File: src/rtl/dmem_arbiter.sv
// dmem_arbiter: shares one synchronous data-memory port between the core
// (priority requester) and a DMA/debug loader. A starvation counter forces a
// DMA grant after STARVE_LIMIT denied cycles, then a bounded burst lets the
// loader make progress. Misaligned accesses are granted but dropped, and
// every grant gets a registered completion pulse one cycle later.
module dmem_arbiter #(
   parameter int STARVE_LIMIT = 4,
   parameter int BURST_MAX    = 4
) (
   input  logic        clk,
   input  logic        rst_n,
   input  logic        c_req,
   input  logic [1:0]  c_wr,
   input  logic [31:0] c_addr,
   input  logic [31:0] c_wdata,
   output logic        c_gnt,
   output logic        c_rvalid,
   output logic        c_err,
   output logic [31:0] c_rdata,
   input  logic        d_req,
   input  logic [1:0]  d_wr,
   input  logic [31:0] d_addr,
   input  logic [31:0] d_wdata,
   output logic        d_gnt,
   output logic        d_rvalid,
   output logic        d_err,
   output logic [31:0] d_rdata,
   output logic        mem_en,
   output logic [1:0]  mem_wr,
   output logic [31:0] mem_addr,
   output logic [31:0] mem_wdata,
   input  logic [31:0] mem_rdata
);

   localparam int WW = $clog2(STARVE_LIMIT + 1);
   localparam int BW = $clog2(BURST_MAX + 1);
   localparam logic [WW-1:0] WAIT_MAX = WW'(STARVE_LIMIT);
   localparam logic [BW-1:0] BEAT_MAX = BW'(BURST_MAX);

   typedef enum logic {
      CORE_PRI  = 1'b0,
      DMA_BURST = 1'b1
   } state_t;

   state_t        state, state_nxt;
   logic [WW-1:0] wait_cnt, wait_nxt;
   logic [BW-1:0] beat_cnt, beat_nxt, beat_inc;
   logic          core_win, dma_win, any_gnt;
   logic [1:0]    sel_wr;
   logic [31:0]   sel_addr;
   logic          sel_misaligned;

   // Owner tag of the access granted last cycle; owner 1 means DMA.
   logic tag_valid, tag_owner, tag_err;

   // Reads fetch the whole word, so they share the word-alignment rule.
   function automatic logic is_misaligned(input logic [1:0] wr, input logic [1:0] lo);
      case (wr)
         2'd1:    return 1'b0;
         2'd2:    return lo[0];
         default: return |lo;
      endcase
   endfunction

   assign beat_inc = beat_cnt + 1'b1;

   // Winner selection and state/burst bookkeeping for the current cycle.
   always_comb begin
      // NOTE: every output of this block gets a default first so no path leaves it unassigned and no latch is inferred.
      core_win  = 1'b0;
      dma_win   = 1'b0;
      state_nxt = state;
      beat_nxt  = beat_cnt;
      case (state)
         CORE_PRI: begin
            if (c_req && (wait_cnt < WAIT_MAX)) begin
               core_win = 1'b1;
            end else if (d_req) begin
               dma_win = 1'b1;
               // Starvation override: keep the loader going for a bounded burst.
               if (c_req && (BURST_MAX > 1)) begin
                  state_nxt = DMA_BURST;
                  beat_nxt  = BW'(1);
               end
            end
         end
         DMA_BURST: begin
            if (d_req) begin
               dma_win = 1'b1;
               if (beat_inc == BEAT_MAX) begin
                  state_nxt = CORE_PRI;
                  beat_nxt  = '0;
               end else begin
                  beat_nxt = beat_inc;
               end
            end else begin
               core_win  = c_req;
               state_nxt = CORE_PRI;
               beat_nxt  = '0;
            end
         end
         default: begin
            state_nxt = CORE_PRI;
            beat_nxt  = '0;
         end
      endcase
   end

   // Grant, alignment check and memory port mux; grants are held off during reset.
   always_comb begin
      sel_wr         = dma_win ? d_wr   : c_wr;
      sel_addr       = dma_win ? d_addr : c_addr;
      mem_addr       = sel_addr;
      mem_wdata      = dma_win ? d_wdata : c_wdata;
      sel_misaligned = is_misaligned(sel_wr, sel_addr[1:0]);
      c_gnt          = core_win & rst_n;
      d_gnt          = dma_win & rst_n;
      any_gnt        = c_gnt | d_gnt;
      mem_en         = any_gnt & ~sel_misaligned;
      mem_wr         = mem_en ? sel_wr : 2'd0;
   end

   // Starvation counter: counts denied DMA request cycles, saturating.
   always_comb begin
      wait_nxt = wait_cnt;
      if (d_gnt) begin
         wait_nxt = '0;
      end else if (d_req && (wait_cnt < WAIT_MAX)) begin
         wait_nxt = wait_cnt + 1'b1;
      end
   end

   // State, counters and completion owner tag.
   always_ff @(posedge clk or negedge rst_n) begin
      if (!rst_n) begin
         state     <= CORE_PRI;
         wait_cnt  <= '0;
         beat_cnt  <= '0;
         tag_valid <= 1'b0;
         tag_owner <= 1'b0;
         tag_err   <= 1'b0;
      end else begin
         // NOTE: non-blocking assignments so every register samples pre-edge values regardless of statement order.
         state     <= state_nxt;
         wait_cnt  <= wait_nxt;
         beat_cnt  <= beat_nxt;
         tag_valid <= any_gnt;
         tag_owner <= dma_win;
         tag_err   <= any_gnt & sel_misaligned;
      end
   end

   assign c_rvalid = tag_valid & ~tag_owner;
   assign d_rvalid = tag_valid &  tag_owner;
   assign c_err    = c_rvalid & tag_err;
   assign d_err    = d_rvalid & tag_err;
   assign c_rdata  = mem_rdata;
   assign d_rdata  = mem_rdata;

endmodule

File: config.mk
export PLATFORM = sky130hd
export DESIGN_NAME = dmem_arbiter
export DESIGN_NICKNAME = d
export VERILOG_FILES = /design/src/rtl/dmem_arbiter.sv
export SDC_FILE = /design/constraint.sdc
export NUM_CORES = 1
export LEC_CHECK = 0
export ABC_CLOCK_PERIOD_IN_PS = 2800
export CAP_MARGIN = 5
export CELL_PAD_IN_SITES_DETAIL_PLACEMENT = 0
export CELL_PAD_IN_SITES_GLOBAL_PLACEMENT = 2
export CORE_MARGIN = 2
export CORE_UTILIZATION = 10
export DETAILED_ROUTE_END_ITERATION = 8
export PLACE_DENSITY_LB_ADDON = 0.1
export SYNTH_ARGS = -nofsm -noshare
export SYNTH_HDL_FRONTEND = slang
export SYNTH_SLANG_ARGS = --single-unit
export TNS_END_PERCENT = 20
File: constraint.sdc
create_clock -name clk -period 2.8 [get_ports clk]
set_clock_uncertainty 0.15 [all_clocks]
set_input_delay 0.56 -clock clk [delete_from_list [all_inputs] [get_ports clk]]
set_output_delay 0.56 -clock clk [all_outputs]
set_load 0.03 [all_outputs]
==> run metrics <==
status complete, but fails checks; failing checks setup timing; post-synthesis sequential area ratio 12.82%; critical path type reg2out; Total Power 2.099 mW; hold depth 2; IO buf count 208; row count 51; Post-DP Area 0.004064 sq mm; worst-skew pair later-pin latency 0.24 ns; number of global-route vias before repair 2,625; Clock Pin Slew Worst Setup and Hold Paths 0.04 ns; GP Congestion 0.6725; min-delay worst type reg2reg; FMAX 299.8 MHz; mean post-synth cell area 5.758 sq um; R2R Setup Slk 0.53 ns; Required @ worst endpoint 2.09 ns; register bit total from synthesis 10; routed vias/inst 3.322; Die Ht 143.7 um; drt drc 0; initial antenna violation count 0; Largest stage delay, worst path 0.58 ns; beginning of the worst hold path wait_cnt[1]; DPL Wire Length 7.699 mm; Worst R2R End tag_err; Leak Pwr 2.016 nW; critical path arrival 2.63 ns; Final Setup Violations 30; Max FO, Critical Path 3; Slew Limit Fails 0; post-route insts no fill 758; H-tree levels 1; Initial Util 10.10%; Total GRT Usage 8.636%; ANT cells 0; post-synth net total 511; largest net degree at the start of global routing 66; CP bufs+invs 2; total grt overflow 0; wire length per cell 12.45 um; EDFF count, synth 0; filler cell count 2,158; placed cells 752; largest delay contributor family on the critical path simple AND/OR/NAND/NOR gates; Max-slew headroom 61.73%; leading area contributor after synthesis nand2_1; die outline area 0.02065 sq mm; Tmin final 3.336 ns; Ys Warns 0; CTS sink cnt 10; Slew @ Worst Pin 0.5741 ns; Setup WS post-layout -0.5361 ns; unrepaired setup endpoints after global routing true; dominant synthesized flop cell dfrtp_1; crit path from state; worst ir drop on vdd 0.0001337 V; CP cell instances or3b_4, nand2_4, inv_4, mux2_4, ha_4, nand2_2, a21oi_2, or4b_4, a21boi_4, buf_6; Syn Std Cell Area 0.001952 sq mm; clock buffer depth 2; post-route design area 0.004204 sq mm; Max Cap Viol 0; core area 0.01933 sq mm; Min-Delay Endpoint wait_cnt[1]; Nets 666; CTS tree built; Crit. End Element output port; Post-DRT Antenna Nets 0; total power density per cell area 499.4 mW/mm^2; Synth cell types 36; CP max-delay cell or4b_4; Crit path depth 10; wirelength, routed 9.434 mm; synth top area cells nand2_1 (38%), buf_4 (28%), dfrtp_1 (13%), ha_1 (2.6%), a21oi_1 (1.3%); final worst path period share 119.1%; Layout area overhead 115.4%; CTS Buf Count 3; CTS Hold Bufs 0; DR vias 2,518; Die Span X 143.7 um; Synth Instances 339; Final Util 21.74%; CTS root buf clkbuf_16; drt first-iter violations 54; Fin. Hold Viols 0; worst r2r src state; CP Launch Type flip-flop; First-pass DRT Iterations 4; reg2reg path depth 9; layout cells sized above 1 23.12%; Synth top area share 38.46%; IO Pins 305; first-pass GRT wire length 14.06 mm; ys async rst share 100.0%
worst register-to-register path, stage by stage, from the launching register on:
cell and delay (ns):
dfrtp_1 0.37, or3b_4 0.42, nand2_4 0.12, inv_4 0.04
mux2_4 0.31, ha_4 0.17, nand2_2 0.06, nor3_2 0.04
or2_2 0.28, o21a_1 0.19
cells in the mapped netlist (2+ instances only):
cell and instances:
nand2_1 200, buf_6 2, dfrtp_1 10, mux2i_1 2, a21oi_1 5, nor2_1 4, o21ai_0 4, nor3b_1 2
nand3_1 2, inv_1 2, or2_2 2, and3_1 2, buf_2 5, ha_1 4, buf_4 72
kinds of logic (layout without fill, tap and decap cells):
| logic type | Yosys count | count (layout) | share of synthesized area [%] |
|---|---|---|---|
| compound gates | 17 | 17 | 5.898 |
| simple gates | 221 | 221 | 45.58 |
| buf+inv | 83 | 237 | 30.90 |
| xor+xnor | 1 | 1 | 0.4488 |
| mux | 3 | 3 | 1.795 |
| fa+ha+maj | 4 | 4 | 2.564 |
| flops | 10 | 10 | 12.82 |
per-layer routing:
| metal | share of wire [%] | GRT usage [%] |
|---|---|---|
| met4 | 0.92 | 1.600 |
| met3 | 9.6 | 3.032 |
| met5 | 0 | 0 |
| met2 | 53 | 15.89 |
| met1 | 37 | 9.634 |
cell usage in the layout, fill, tap and decap left out, drive strengths merged:
cell type	synthesis	routed
or3b	1	1
and2	1	1
ha	4	4
dlygate4sd2	0	2
dfrtp	10	10
nor3	1	1
o22ai	1	1
clkdlybuf4s50	0	137
or4b	1	1
o21a	1	1
buf	79	91
nor3b	2	2
o21ai	4	4
xor2	1	1
inv	3	3
or2	2	2
nand3	2	2
a211oi	1	1
mux2i	2	2
mux2	1	1
a32o	1	1
nor2b	1	1
and3	3	3
a21boi	2	2
nor2	4	4
clkbuf	1	4
nand2	201	201
a31oi	2	2
nand2b	1	1
a21oi	5	5
nor4	1	1
cell type report:
type                    count  area, sq um  area share, %
flip-flops and latches     10        250.2          5.952
multi-input cells         246         1162          27.65
clock buffers               4        88.84          2.113
well taps                 265        331.6          7.887
inverters                   3        13.76         0.3274
repair buffers            230         2357          56.07
flip-flops by register name, indices dropped and copies added (netlist names):
| register | flops |
|---|---|
| beat_cnt | 3 |
| wait_cnt | 3 |
| state | 1 |
| tag_err | 1 |
| tag_owner | 1 |
| tag_valid | 1 |
per-stage QoR:
step / TNS [ns] / hold WS, ns / setup slack (ns)
finish: -1.860 / 0.3863 / -0.5361
global route: -10.33 / 0.4191 / -0.6121
CTS: -4.799 / 0.3921 / -0.5502
detailed placement: -31.67 / 0.3807 / -1.044
global placement: -30.76 / 0.3590 / -0.9888
floorplan: -1.158 / 0.1144 / -0.4047
timing repair:
| action | in CTS | in global routing |
|---|---|---|
| pin swaps | 5 | 1 |
| gates resized for setup | 14 | 2 |
| setup endpoints to repair | 68 | 53 |
| buffers inserted | 1 | 1 |
how the worst max path moves through the flow:
stage               slack [ns]        end
floorplan                -0.40  mem_wr[1]
global placement         -0.99  mem_wr[1]
CTS                      -0.55  mem_wr[1]
global route             -0.61  mem_wr[0]
finish                   -0.54  mem_wr[1]
detailed placement       -1.04  mem_wr[1]
report_power, final:
part / switching [mW] / internal, mW
combinational: 0.845 / 0.743
clock: 0.0681 / 0.215
sequential: 0.0353 / 0.193
total: 0.949 / 1.15
Power figures use the tool's default switching activity.
